**src/rtl/uart_node_arbiter_if.sv**
```systemverilog
// Bundle of node-link and UART-driver signals around the node arbiter.
// The master side drives node commands and driver returns; the slave side is the arbiter.
`timescale 1ns/1ps
interface uart_node_arbiter_if;
   logic [15:0] in_op_node0;
   logic [15:0] in_op_node1;
   logic [7:0]  in_peripheral;
   logic [1:0]  irq_req;
   logic [7:0]  out_peripheral;
   logic [15:0] out_node;
   logic        periph_en;
   logic [1:0]  grant;
   logic        timeout;
   logic        out_IRQ_node0;
   logic        out_IRQ_node1;

   modport master (
      output in_op_node0, in_op_node1, in_peripheral, irq_req,
      input  out_peripheral, out_node, periph_en, grant, timeout,
             out_IRQ_node0, out_IRQ_node1
   );

   modport slave (
      input  in_op_node0, in_op_node1, in_peripheral, irq_req,
      output out_peripheral, out_node, periph_en, grant, timeout,
             out_IRQ_node0, out_IRQ_node1
   );
endinterface

```
**src/rtl/uart_node_arbiter.sv**
```systemverilog
// Arbitrates one UART driver between node 0 and node 1. Ownership is taken with a start
// frame (or a peripheral IRQ request), held until a stop frame or watchdog expiry, and
// every output is registered.
`timescale 1ns/1ps
module uart_node_arbiter #(
   parameter logic [3:0]  TAG      = 4'hB,
   parameter logic [7:0]  IRQ_CODE = 8'd78,
   parameter int unsigned TIMEOUT  = 1000,
   parameter int unsigned TO_W     = 16
) (
   input logic               CLK,
   input logic               RST,
   uart_node_arbiter_if.slave bus
);

   typedef enum logic [1:0] {IDLE, OWN, RELEASE} state_t;

   localparam logic [11:0]     START_HI  = {4'hF, TAG, 4'h0};
   localparam logic [15:0]     STOP_WORD = {4'hF, TAG, 8'hFF};
   localparam bit              WD_EN     = (TIMEOUT != 0);
   localparam logic [TO_W-1:0] TO_LAST   = TO_W'(TIMEOUT - 1);

   // A start frame needs an exact header and a nonzero priority.
   function automatic logic is_start(input logic [15:0] w);
      return (w[15:4] == START_HI) && (w[3:0] != 4'h0);
   endfunction

   state_t          state_q, state_d;
   logic            owner_q, owner_d;      // 0 = node0, 1 = node1
   logic            last_q, last_d;        // previous owner, for round-robin ties
   logic [TO_W-1:0] timer_q, timer_d;
   logic [7:0]      per_q, per_d;
   logic [15:0]     node_q, node_d;
   logic            en_q, en_d;
   logic [1:0]      grant_q, grant_d;
   logic            to_q, to_d;
   logic            irq0_q, irq0_d;
   logic            irq1_q, irq1_d;

   logic            start0, start1, req, pick;
   logic [15:0]     word;

   // Next-state and next-output logic for the IDLE / OWN / RELEASE arbiter.
   always_comb begin
      // NOTE: every signal gets a default before any branch so no latch can be inferred.
      state_d = state_q;
      owner_d = owner_q;
      last_d  = last_q;
      timer_d = timer_q;
      per_d   = per_q;
      node_d  = node_q;
      en_d    = en_q;
      grant_d = grant_q;
      to_d    = 1'b0;
      irq0_d  = irq0_q;
      irq1_d  = irq1_q;
      start0  = is_start(bus.in_op_node0);
      start1  = is_start(bus.in_op_node1);
      req     = 1'b0;
      pick    = 1'b0;
      word    = owner_q ? bus.in_op_node1 : bus.in_op_node0;

      case (state_q)
         IDLE: begin
            // Peripheral IRQ requests take precedence over start frames.
            if (bus.irq_req != 2'b00) begin
               req  = 1'b1;
               pick = (bus.irq_req == 2'b11) ? ~last_q : bus.irq_req[1];
            end else if (start0 && start1) begin
               req = 1'b1;
               if (bus.in_op_node0[3:0] > bus.in_op_node1[3:0])      pick = 1'b0;
               else if (bus.in_op_node1[3:0] > bus.in_op_node0[3:0]) pick = 1'b1;
               else                                                  pick = ~last_q;
            end else if (start0 || start1) begin
               req  = 1'b1;
               pick = start1;
            end
            per_d   = 8'h00;
            node_d  = 16'h0000;
            irq0_d  = 1'b0;
            irq1_d  = 1'b0;
            en_d    = 1'b0;
            grant_d = 2'b00;
            if (req) begin
               state_d = OWN;
               owner_d = pick;
               grant_d = pick ? 2'b10 : 2'b01;
               en_d    = 1'b1;
               timer_d = '0;
            end
         end

         OWN: begin
            if (word == STOP_WORD) begin
               state_d = RELEASE;
            end else if (word != 16'h0000 && !is_start(word)) begin
               per_d   = word[7:0];
               node_d  = {(owner_q ? 8'h02 : 8'h01), bus.in_peripheral};
               irq0_d  = !owner_q && (bus.in_peripheral == IRQ_CODE);
               irq1_d  = owner_q && (bus.in_peripheral == IRQ_CODE);
               timer_d = '0;
            end else begin
               // Zero words and re-requests are idle cycles for the watchdog.
               irq0_d  = 1'b0;
               irq1_d  = 1'b0;
               timer_d = timer_q + TO_W'(1);
               if (WD_EN && timer_q == TO_LAST) begin
                  state_d = RELEASE;
                  to_d    = 1'b1;
               end
            end
            if (state_d == RELEASE) begin
               per_d   = 8'h00;
               node_d  = 16'h0000;
               irq0_d  = 1'b0;
               irq1_d  = 1'b0;
               en_d    = 1'b0;
               grant_d = 2'b00;
               timer_d = '0;
            end
         end

         RELEASE: begin
            last_d  = owner_q;
            state_d = IDLE;
         end

         default: state_d = IDLE;
      endcase
   end

   // State and output registers with synchronous reset.
   always_ff @(posedge CLK) begin
      // NOTE: sequential state is updated with non-blocking assignments only.
      if (RST) begin
         state_q <= IDLE;
         owner_q <= 1'b0;
         last_q  <= 1'b1;
         timer_q <= '0;
         per_q   <= 8'h00;
         node_q  <= 16'h0000;
         en_q    <= 1'b0;
         grant_q <= 2'b00;
         to_q    <= 1'b0;
         irq0_q  <= 1'b0;
         irq1_q  <= 1'b0;
      end else begin
         state_q <= state_d;
         owner_q <= owner_d;
         last_q  <= last_d;
         timer_q <= timer_d;
         per_q   <= per_d;
         node_q  <= node_d;
         en_q    <= en_d;
         grant_q <= grant_d;
         to_q    <= to_d;
         irq0_q  <= irq0_d;
         irq1_q  <= irq1_d;
      end
   end

   assign bus.out_peripheral = per_q;
   assign bus.out_node       = node_q;
   assign bus.periph_en      = en_q;
   assign bus.grant          = grant_q;
   assign bus.timeout        = to_q;
   assign bus.out_IRQ_node0  = irq0_q;
   assign bus.out_IRQ_node1  = irq1_q;

endmodule

```
**src/flat_wrapper.sv**
```systemverilog
// flat-port wrapper written by rule: the top's interface ports become plain ports
module uart_node_arbiter_flat 
#(
   parameter logic [3:0]  TAG      = 4'hB,
   parameter logic [7:0]  IRQ_CODE = 8'd78,
   parameter int unsigned TIMEOUT  = 1000,
   parameter int unsigned TO_W     = 16
)
  (CLK, RST, bus_in_op_node0, bus_in_op_node1, bus_in_peripheral, bus_irq_req, bus_out_peripheral, bus_out_node, bus_periph_en, bus_grant, bus_timeout, bus_out_IRQ_node0, bus_out_IRQ_node1);
  uart_node_arbiter_if bus_i ();
  input logic CLK;
  input logic RST;
  input wire logic [$bits(bus_i.in_op_node0)-1:0] bus_in_op_node0;
  input wire logic [$bits(bus_i.in_op_node1)-1:0] bus_in_op_node1;
  input wire logic [$bits(bus_i.in_peripheral)-1:0] bus_in_peripheral;
  input wire logic [$bits(bus_i.irq_req)-1:0] bus_irq_req;
  output wire logic [$bits(bus_i.out_peripheral)-1:0] bus_out_peripheral;
  output wire logic [$bits(bus_i.out_node)-1:0] bus_out_node;
  output wire logic [$bits(bus_i.periph_en)-1:0] bus_periph_en;
  output wire logic [$bits(bus_i.grant)-1:0] bus_grant;
  output wire logic [$bits(bus_i.timeout)-1:0] bus_timeout;
  output wire logic [$bits(bus_i.out_IRQ_node0)-1:0] bus_out_IRQ_node0;
  output wire logic [$bits(bus_i.out_IRQ_node1)-1:0] bus_out_IRQ_node1;
  assign bus_i.in_op_node0 = bus_in_op_node0;
  assign bus_i.in_op_node1 = bus_in_op_node1;
  assign bus_i.in_peripheral = bus_in_peripheral;
  assign bus_i.irq_req = bus_irq_req;
  assign bus_out_peripheral = bus_i.out_peripheral;
  assign bus_out_node = bus_i.out_node;
  assign bus_periph_en = bus_i.periph_en;
  assign bus_grant = bus_i.grant;
  assign bus_timeout = bus_i.timeout;
  assign bus_out_IRQ_node0 = bus_i.out_IRQ_node0;
  assign bus_out_IRQ_node1 = bus_i.out_IRQ_node1;
  uart_node_arbiter #(.TAG(TAG), .IRQ_CODE(IRQ_CODE), .TIMEOUT(TIMEOUT), .TO_W(TO_W)) u_core (.CLK(CLK), .RST(RST), .bus(bus_i));
endmodule
```
**config.mk**
```make
export PLATFORM = sky130hd
export DESIGN_NAME = uart_node_arbiter_flat
export DESIGN_NICKNAME = d
export VERILOG_FILES = /design/src/rtl/uart_node_arbiter_if.sv /design/src/rtl/uart_node_arbiter.sv /design/src/flat_wrapper.sv
export SDC_FILE = /design/constraint.sdc
export NUM_CORES = 1
export LEC_CHECK = 0
export ABC_AREA = 1
export CAP_MARGIN = 20
export CELL_PAD_IN_SITES_DETAIL_PLACEMENT = 1
export CELL_PAD_IN_SITES_GLOBAL_PLACEMENT = 2
export CORE_MARGIN = 1
export CORE_UTILIZATION = 35
export DETAILED_ROUTE_END_ITERATION = 8
export DONT_BUFFER_PORTS = 1
export PLACE_DENSITY_LB_ADDON = 0.2
export SETUP_SLACK_MARGIN = 0.2
export SYNTH_ARGS = -nofsm -noshare
export SYNTH_HDL_FRONTEND = slang
export SYNTH_SLANG_ARGS = --single-unit
```
**constraint.sdc**
```tcl
create_clock -name CLK -period 3.2 [get_ports CLK]
set_input_delay 0.64 -clock CLK [delete_from_list [all_inputs] [get_ports CLK]]
set_output_delay 0.64 -clock CLK [all_outputs]
set_load 0.02 [all_outputs]
```
# Word level (Yosys, flattened, before mapping)
# Cells that the tools add are included.
# Widths: inputs -> output; s select.
# totals
reg_bits,50
# classes
order_cmp,2
n_eq_ne,14
n_bitwise,2
mux,48
addsub,1
reduce_logical,23
# op_table
operator,count
$mux 16,8
$pmux 16 s2,2
$eq 12x12->1 const B,3
$mux 8,3
$mux 1,20
$mux 2,9
$add 16x1->16 const B,1
$eq 16x10->1 const B,1
$eq 16x16->1 const B,1
$pmux 8 s2,1
$reduce_bool 16->1,1
$reduce_bool 4->1,3
$eq 8x7->1 const B,1
$gt 4x4->1,2
$pmux 2 s2,2
$logic_and 1x1->1,7
$eq 2x2->1 const B,3
$pmux 1 s2,3
$reduce_and 2->1,3
$reduce_and 3->1,2
$reduce_bool 2->1,2
$reduce_or 4->1,1
$ne 3x1->1 const B,1
$ne 3x3->1 const B,1
other kinds (7),9

# Depth between registers and ports, before layout
# Gate-level depths: netlist (run 1).
# depth
ltp_word,11
ltp_mapped,16
ltp_nobuf,14

# Least setup slack after synthesis (run 1)
# Ideal clock, no wire load.
# synth_path
path_kind,input port to flip-flop
start,in bus_in_op_node0[13]
end,"reg u_core.node_q[3], in the netlist u_core.bus.out_node[3]"
cell_stages,12
path_buffers,1
slack_ns,1.284
setup_ns,0.113
required_time_ns,3.087
arrival_time_ns,1.804
path_cell_list,inv_1 > o21ai_0 > nand2_1 > nor2_1 > nand2_1 > nor2_2 > nor2_4 > nand4_4 > nand2_4 > buf_6 > nor2_1 > nor2_1
# synth_between
elab_chain_cells,11
word_cells_on_any_way,16
cone_classes,5 x eq/ne; 6 x mux; 5 x reduce/logical
# synth_lines
element,line_no,text
"start, declared",flat_wrapper.sv:13,input wire logic [$bits(bus_i.in_op_node0)-1:0] bus_in_op_node0;
$mux 16 (*),uart_node_arbiter.sv:61,word = owner_q ? bus.in_op_node1 : bus.in_op_node0;
$eq 12x12->1,uart_node_arbiter.sv:25,return (w[15:4] == START_HI) && (w[3:0] != 4'h0);
$logic_and 1x1->1,uart_node_arbiter.sv:25,
$logic_not 1->1,uart_node_arbiter.sv:96,end else if (word != 16'h0000 && !is_start(word)) begin
$logic_and 1x1->1,uart_node_arbiter.sv:96,
$mux 2,uart_node_arbiter.sv:96,
$mux 2,uart_node_arbiter.sv:94,if (word == STOP_WORD) begin
$mux 2,uart_node_arbiter.sv:63,case (state_q)
$eq 2x2->1,uart_node_arbiter.sv:112,if (state_d == RELEASE) begin
"$ne 3x1->1 (no line), or another cell as far along",n/a,
$reduce_and 3->1 (no line) / $pmux 16 s2 (equally long branches),n/a,
"end signal, assigned",uart_node_arbiter.sv:153,node_q <= node_d;
"end, declared",uart_node_arbiter.sv:33,"logic [15:0] node_q, node_d;"
# Mark *: on every way between the ends. The rest lies on a longest branch, timed or not. The select of a mux whose other input is x is not followed.
# A chain may end at the register's enable or synchronous reset.

# Final worst setup path (run 1)
# layout_path
start,reg u_core.owner_q
end,reg u_core.timer_q[0]
# layout_between
elab_chain_cells,11
word_cells_on_any_way,18
cone_classes,4 x eq/ne; 8 x mux; 6 x reduce/logical
# layout_lines
element,line_no,text
"start, declared",uart_node_arbiter.sv:29,"logic owner_q, owner_d;"
"start signal, assigned",uart_node_arbiter.sv:149,owner_q <= owner_d;
$mux 16 (*),uart_node_arbiter.sv:61,
$eq 12x12->1 / $reduce_bool 4->1 (equally long branches),uart_node_arbiter.sv:25,
$logic_and 1x1->1,uart_node_arbiter.sv:25,
$logic_not 1->1,uart_node_arbiter.sv:96,
$logic_and 1x1->1,uart_node_arbiter.sv:96,
$mux 2,uart_node_arbiter.sv:96,
$mux 2,uart_node_arbiter.sv:94,
$mux 2,uart_node_arbiter.sv:63,
$eq 2x2->1,uart_node_arbiter.sv:112,
$ne 3x3->1 (no line) / $mux 16 (equally long branches),n/a,
$reduce_and 3->1 (no line) / $pmux 16 s2 (equally long branches),n/a,
"end signal, assigned",uart_node_arbiter.sv:151,timer_q <= timer_d;
"end, declared",uart_node_arbiter.sv:31,"logic [TO_W-1:0] timer_q, timer_d;"
# Marks and branches as above.

==> metrics, run 1 <==
Hold Fails Final Rpt 0; Final Wtd Congestion 0.7843; Gate power share 0.128; clock latency on the worst-skew pair 0.30 ns; filler cell count 1,132; worst reg-to-reg path cell count 11; vias in the first global route 2,993; met2 wire len 4.037 mm; Hold Crit Depth 1; chip width 94.11 um; Die Span Y 94.11 um; 1st-pass router iterations 4; Crit Path Category reg -> reg; Yosys top cell by area dfxtp_1; Top Layer Used met4; Reg power frac 0.490; # nets final 541; Max Slew Vio Count 0; Clock transition at path regs 0.09 ns; max_cap viols 0; Leakage 0.001395 uW; Worst Hold Class in -> reg; core region area 0.008217 sq mm; row cnt 33; total congestion overflow 0; Peak VDD IR 196.7 uV; CTS resizes 0; port bufs 0; Final min period 2.547 ns; dpl hpwl 6.815 mm; # H-tree levels 2; setup_tns 0 ns; antenna violations before repair 0; iteration-0 DRC count of the detailed router 107; Residual DRC 0; die area 0.008856 sq mm; largest cells by area after synthesis dfxtp_1 (30%), nand2_1 (19%), nor2_1 (11%); status completed; Met1 Wirelength 4.152 mm; Ys Warns 0; reg2reg setup slack 0.65 ns; Distinct cells, synth 32; Clock power frac 0.382; first-pass GRT wire length 14.36 mm; Hold Startpoint RST; worst rel slew slack 0.5892; sequential area share after synthesis 0.2967; Worst Skew 0.01181 ns; Final ANT Viol Nets 0; crit path launch type flop; CTS Root Cell clkbuf_8; total inserted antenna cells 0; Async SR Flop Fraction 0; top_reg_cell synth dfxtp_1; post-route clock period utilization 0.7961; CP max FO 19; Synth Cell Area 0.002969 sq mm; Power Total 1205 uW; initial core utilization 0.3614; largest net degree at the start of global routing 25; share of layout cells above drive strength 1 0.04868; Psw 338.5 uW; CP startpoint u_core.owner_q; arrival time at the worst endpoint 2.77 ns; area share of the largest cell type after synthesis 0.2967; Crit path required time 3.43 ns; FF+latch count, synth 44; via count 2,936; RR Endpoint u_core.timer_q[0]; final WL 8.622 mm; Internal 866.4 uW; Inserted Clock Buffers 5; Max Buffers Root-to-Sink 2; CTS Sinks 44; vias per cell 4.910; setup bufs post-CTS 0; syn avg cell area 5.962 sq um; TritonCTS clock tree built; Critical Path End Type flop; switch share 0.2810; pwr/cell area 387.2 mW/mm^2; Area Overhead vs Synth 4.804%; total track usage 0.2058; RSZ-0062 raised after global routing no; endpoints failing setup 0; number of flops mapped to enable cells by yosys 0; fmax 392.5 MHz; wire length per cell 14.42 um; cell count after synthesis 498; measured slew at the worst slew-check pin 0.6156 ns; R2R Path Start u_core.owner_q; I/O Pins 74; Hold EP u_core.bus.out_peripheral[6]; Post-CTS Hold Buffers 0; DR WL met3 385 um
-- how the worst max path moves through the flow --
stage	end	slack (ns)	cells after the start
after global routing	u_core.timer_q[9]	0.37	11
after floorplan	u_core.bus.out_node[3]	1.28	12
after CTS	u_core.timer_q[0]	0.41	11
after global placement	u_core.timer_q[0]	0.59	11
final	u_core.timer_q[0]	0.65	11
after detailed placement	u_core.timer_q[0]	0.43	11
-- power by group through the flow --
stage / sequential, uW / clock, uW / combinational, uW
2_1_floorplan: 599 / 0 / 132
3_3_place_gp: 603 / 0 / 152
3_5_place_dp: 603 / 0 / 155
4_1_cts: 591 / 472 / 156
5_1_grt: 593 / 492 / 180
6_report: 590 / 461 / 154
-- final cells by class --
cell class	count	area (sq um)	share of cell area
well taps	105	131.4	0.04222
clock buffers	6	82.58	0.02654
multi-input cells	374	1712	0.5501
inverters	64	242.7	0.07801
flip-flops and latches	44	882.1	0.2835
repair buffers	3	22.52	0.007238
clock inverters	2	38.79	0.01246
-- stage by stage --
step	worst slack [ns]	hold WS, ns	std cells	area [sq um]	util
finish	0.6525	0.3968	598	3112	0.3787
global route	0.3737	0.3782	598	3112	0.3787
CTS	0.4069	0.3893	598	3110	0.3786
detailed placement	0.4318	0.5149	590	2989	0.3638
global placement	0.5870	0.4975	590	2989	0.3638
floorplan	1.284	0.4793	503	2988	-
-- logic make-up (layout without fill, tap and decap cells) --
| group | Yosys count | after routing | synth area share |
|---|---|---|---|
| and+or+nand+nor | 318 | 318 | 0.4614 |
| buffers and inverters | 85 | 75 | 0.1332 |
| DFF | 44 | 44 | 0.2967 |
| AOI/OAI and AO/OA | 39 | 39 | 0.06869 |
| xor gates and xnor gates | 6 | 6 | 0.01770 |
| adders and majority gates | 5 | 5 | 0.02107 |
| other | 1 | 6 | 0.001263 |
-- sequential cells by signal (all words and copies together) (netlist names) --
| register | flops |
|---|---|
| u_core.bus.grant | 2 |
| u_core.bus.out_IRQ_node0 | 1 |
| u_core.bus.out_IRQ_node1 | 1 |
| u_core.bus.out_node | 10 |
| u_core.bus.out_peripheral | 8 |
| u_core.bus.periph_en | 1 |
| u_core.bus.timeout | 1 |
| u_core.last_q | 1 |
| u_core.owner_q | 1 |
| u_core.state_q | 2 |
| u_core.timer_q | 16 |
-- cells in the mapped netlist, types with 2 or more instances --
master,instances
a21oi_1,25
buf_1,2
buf_2,2
buf_4,9
buf_6,5
clkbuf_1,3
dfxtp_1,44
ha_1,5
inv_1,63
nand2_1,153
nand2_2,4
nand3_1,36
nand4_1,22
nor2_1,85
nor2_2,2
nor3_1,6
nor3b_1,2
o21ai_0,8
o21ai_1,3
or2_2,2
xor2_1,6
-- per-layer routing --
layer | vias to the layer above | track usage
met4 | 0 | 0.03077
met5 | - | 0
li1 | 1542 | -
met2 | 52 | 0.3540
met1 | 1337 | 0.2710
met3 | 5 | 0.03722
-- critical path, stage by stage (launching register included) --
cell     delay (ns)
dfxtp_2        0.54
buf_4          0.29
o21ai_1        0.17
nand2_1        0.10
nor2_1         0.04
nand2_1        0.06
nor2_2         0.06
nor2_4         0.34
nand4_4        0.31
nand2_2        0.16
nand2_2        0.20
a21oi_1        0.20
-- cells in the final DEF (no fill, tap or decap), drive strengths merged --
cell type	netlist	final
nand2	158	158
nor2	88	88
inv	64	64
dfxtp	44	44
nand3	36	36
a21oi	25	25
nand4	23	23
o21ai	11	11
nor3	6	6
xor2	6	6
conb	1	6
clkbuf	3	6
ha	5	5
buf	18	3
nor3b	2	2
or2	2	2
and2	1	1
nand3b	1	1
a21boi	1	1
nor4	1	1
o21bai	1	1
o311ai	1	1
bufinv	0	1
clkinv	0	1
No activity file was read; power rests on OpenSTA's default activity.
==> run 2: changes to the inputs <==
--- a/config.mk
+++ b/config.mk
@@ -10,7 +10,7 @@
 export CELL_PAD_IN_SITES_DETAIL_PLACEMENT = 1
 export CELL_PAD_IN_SITES_GLOBAL_PLACEMENT = 2
 export CORE_MARGIN = 1
-export CORE_UTILIZATION = 35
+export CORE_UTILIZATION = 29
 export DETAILED_ROUTE_END_ITERATION = 8
 export DONT_BUFFER_PORTS = 1
 export PLACE_DENSITY_LB_ADDON = 0.2
==> constraint.sdc (replaced) <==
create_clock -name CLK -period 2.2 [get_ports CLK]
set_input_delay 0.44 -clock CLK [delete_from_list [all_inputs] [get_ports CLK]]
set_output_delay 0.44 -clock CLK [all_outputs]
set_load 0.02 [all_outputs]
==> metrics, run 2 (synthesis gave the netlist of run 1 again) <==
worst reg-to-reg path cell count 13 (was 11); Max Buffers Root-to-Sink 2 (unchanged); Clock transition at path regs 0.09 ns (about the same); DP Cell Count 636 (was 590); Psw 497.4 uW (was 338.5 uW); max_cap viols 0 (unchanged); total track usage 0.1743 (was 0.2058); Max Slew Vio Count 0 (unchanged); Gate power share 0.145 (was 0.128); I/O Pins 74 (unchanged); WP buf/inv 2 (was 1); Final Non-Filler Cells 647 (was 598); Met1 Wirelength 4.162 mm (was 4.152 mm); Worst Hold Class in -> reg (unchanged); # H-tree levels 2 (unchanged); CP peak stage delay 0.39 ns (was 0.54 ns); PnR worst setup slack 0.3187 ns (was 0.6525 ns); core region area 0.009864 sq mm (was 0.008217 sq mm); Post-CTS Hold Buffers 0 (unchanged); vias in the first global route 3,102 (was 2,993); Biggest register u_core.timer_q (unchanged); post-route clock period utilization 0.8551 (was 0.7961); share of layout cells above drive strength 1 0.1128 (was 0.04868); status completed (unchanged); commonest non-fill, non-tap cell in the layout nand2_1 (unchanged); Die Span Y 103.2 um (was 94.11 um); clock latency on the worst-skew pair 0.30 ns (about the same); setup_tns 0 ns (unchanged); via count 3,033 (was 2,936); row cnt 36 (was 33); Hold Fails Final Rpt 0 (unchanged); vias per cell 4.688 (was 4.910); port bufs 0 (unchanged); Peak VDD IR 223.6 uV (was 196.7 uV); total congestion overflow 0 (unchanged); Worst Skew 0.009722 ns (was 0.01181 ns); Final ANT Viol Nets 0 (unchanged); max FFs per register 16 (unchanged); largest net degree at the start of global routing 25 (unchanged); Critical Path End Type flop (unchanged); 1st-pass router iterations 4 (unchanged); first-pass GRT wire length 14.30 mm (was 14.36 mm); endpoints failing setup 0 (unchanged); Setup WS pre-CTS 0.02314 ns (was 0.4318 ns); crit-path most repeated cell nand2_1; pwr/cell area 538.6 mW/mm^2 (was 387.2 mW/mm^2); RSZ-0062 raised after global routing yes (was no); Hold Crit Depth 1 (unchanged); final WL 8.895 mm (was 8.622 mm); CTS Root Cell clkbuf_8 (unchanged); wire length per cell 13.75 um (was 14.42 um); most frequent cells in the layout nand2_1 (150), nor2_1 (80), inv_1 (63) (was nand2_1 (153), nor2_1 (85), inv_1 (63)); fmax 531.6 MHz (was 392.5 MHz); Crit path required time 2.44 ns (was 3.43 ns); Inserted Clock Buffers 5 (unchanged); antenna violations before repair 0 (unchanged); Top Family by Delay on Critical Path simple AND/OR/NAND/NOR gates (unchanged); Crit Path Category reg -> reg (unchanged); arrival time at the worst endpoint 2.12 ns (was 2.77 ns); iteration-0 DRC count of the detailed router 92 (was 107); dpl hpwl 7.205 mm (was 6.815 mm); chip width 103.2 um (was 94.11 um); die area 0.01065 sq mm (was 0.008856 sq mm); DR WL met3 473 um (was 385 um); switch share 0.2667 (was 0.2810); Max stage delay cell, worst path dfxtp_4 (was dfxtp_2); number of stages on the worst setup path 13 (was 11); WHS 0.1948 ns (was 0.3968 ns); CTS Sinks 44 (unchanged); Area Overhead vs Synth 16.65% (was 4.804%); crit path launch type flop (unchanged); # nets final 563 (was 541); Reg power frac 0.460 (was 0.490); CP max FO 14 (was 19); total inserted antenna cells 0 (unchanged); Final min period 1.881 ns (was 2.547 ns); filler cell count 1,308 (was 1,132); TritonCTS clock tree built (unchanged); initial core utilization 0.3010 (was 0.3614); Final Wtd Congestion 0.7559 (was 0.7843); Layout Utilization 0.3511 (was 0.3787); Top Layer Used met4 (unchanged); worst path cell trace buf_8, nand2_1, nand2_1, nand2_1, nor2_4, nand2_1, nor2_4, nor2_4, nand4_4, nand2_4, nand2_4, buf_12, a21oi_1 (was buf_4, o21ai_1, nand2_1, nor2_1, nand2_1, nor2_2, nor2_4, nand4_4, nand2_2, nand2_2, a21oi_1); Clock power frac 0.394 (was 0.382); met2 wire len 4.192 mm (was 4.037 mm); Residual DRC 0 (unchanged); Leakage 0.001541 uW (was 0.001395 uW); Internal 1368 uW (was 866.4 uW)
## run 2: cell types whose count changed in the layout (fill, tap and decap cells not counted), sizes merged
cell	before	now
buf	3	25
bufinv	1	2
clkbuf	6	5
clkinv	1	0
## run 2: timing repair
item	4_1_cts	5_1_grt
buffers inserted	0	4
hold endpoints to repair	0	0
pin swaps	0	4
resized for setup	4	30
setup endpoints to repair	36	40
## run 2: power by group through the flow
| stage | Sequential (uW) | Combinational, uW | Clock, uW |
|---|---|---|---|
| finish | 858 | 271 | 736 |
| global route | 863 | 310 | 785 |
| CTS | 858 | 255 | 762 |
| detailed placement | 877 | 252 | 0 |
| global placement | 877 | 247 | 0 |
| floorplan | 872 | 192 | 0 |
## run 2: layer usage
layer	up-vias	GRT usage
li1	1583	-
met1	1389	0.2167
met2	53	0.3097
met3	8	0.03763
met4	0	0.03575
met5	-	0
## run 2: cell type report
type | instances | area, sq um | share of cell area
Sequential cell | 44 | 884.6 | 0.2554
Tap cell | 133 | 166.4 | 0.04805
Clock buffer | 5 | 68.82 | 0.01987
Inverter | 64 | 247.7 | 0.07153
Multi-Input combinational cell | 374 | 1792 | 0.5173
Clock inverter | 2 | 60.06 | 0.01734
Timing Repair Buffer | 25 | 244.0 | 0.07045
## run 2: metrics by stage
stage          instance area, sq um  power [uW]
6_report                       3463        1865
5_1_grt                        3463        1959
4_1_cts                        3322        1875
3_5_place_dp                   3184        1129
3_3_place_gp                   3184        1123
2_1_floorplan                  2988        1064
## run 2: final timing paths
| path | start | to | slack, ns |
|---|---|---|---|
| worst max-delay path | u_core.owner_q | u_core.timer_q[9] | 0.32 |
| worst min-delay path | RST | u_core.bus.out_peripheral[6] | 0.19 |
| worst max register to register | u_core.owner_q | u_core.timer_q[9] | 0.32 |
| worst min register to register | u_core.timer_q[9] | u_core.timer_q[9] | 0.51 |
==> run 3: changes to the inputs <==
--- a/config.mk
+++ b/config.mk
@@ -9,7 +9,6 @@
 export CAP_MARGIN = 20
 export CELL_PAD_IN_SITES_DETAIL_PLACEMENT = 1
 export CELL_PAD_IN_SITES_GLOBAL_PLACEMENT = 2
-export CORE_MARGIN = 1
 export CORE_UTILIZATION = 29
 export DETAILED_ROUTE_END_ITERATION = 8
 export DONT_BUFFER_PORTS = 1
==> results of run 3 <==
The final DEF is identical to that of run 2; final timing and power are the same.
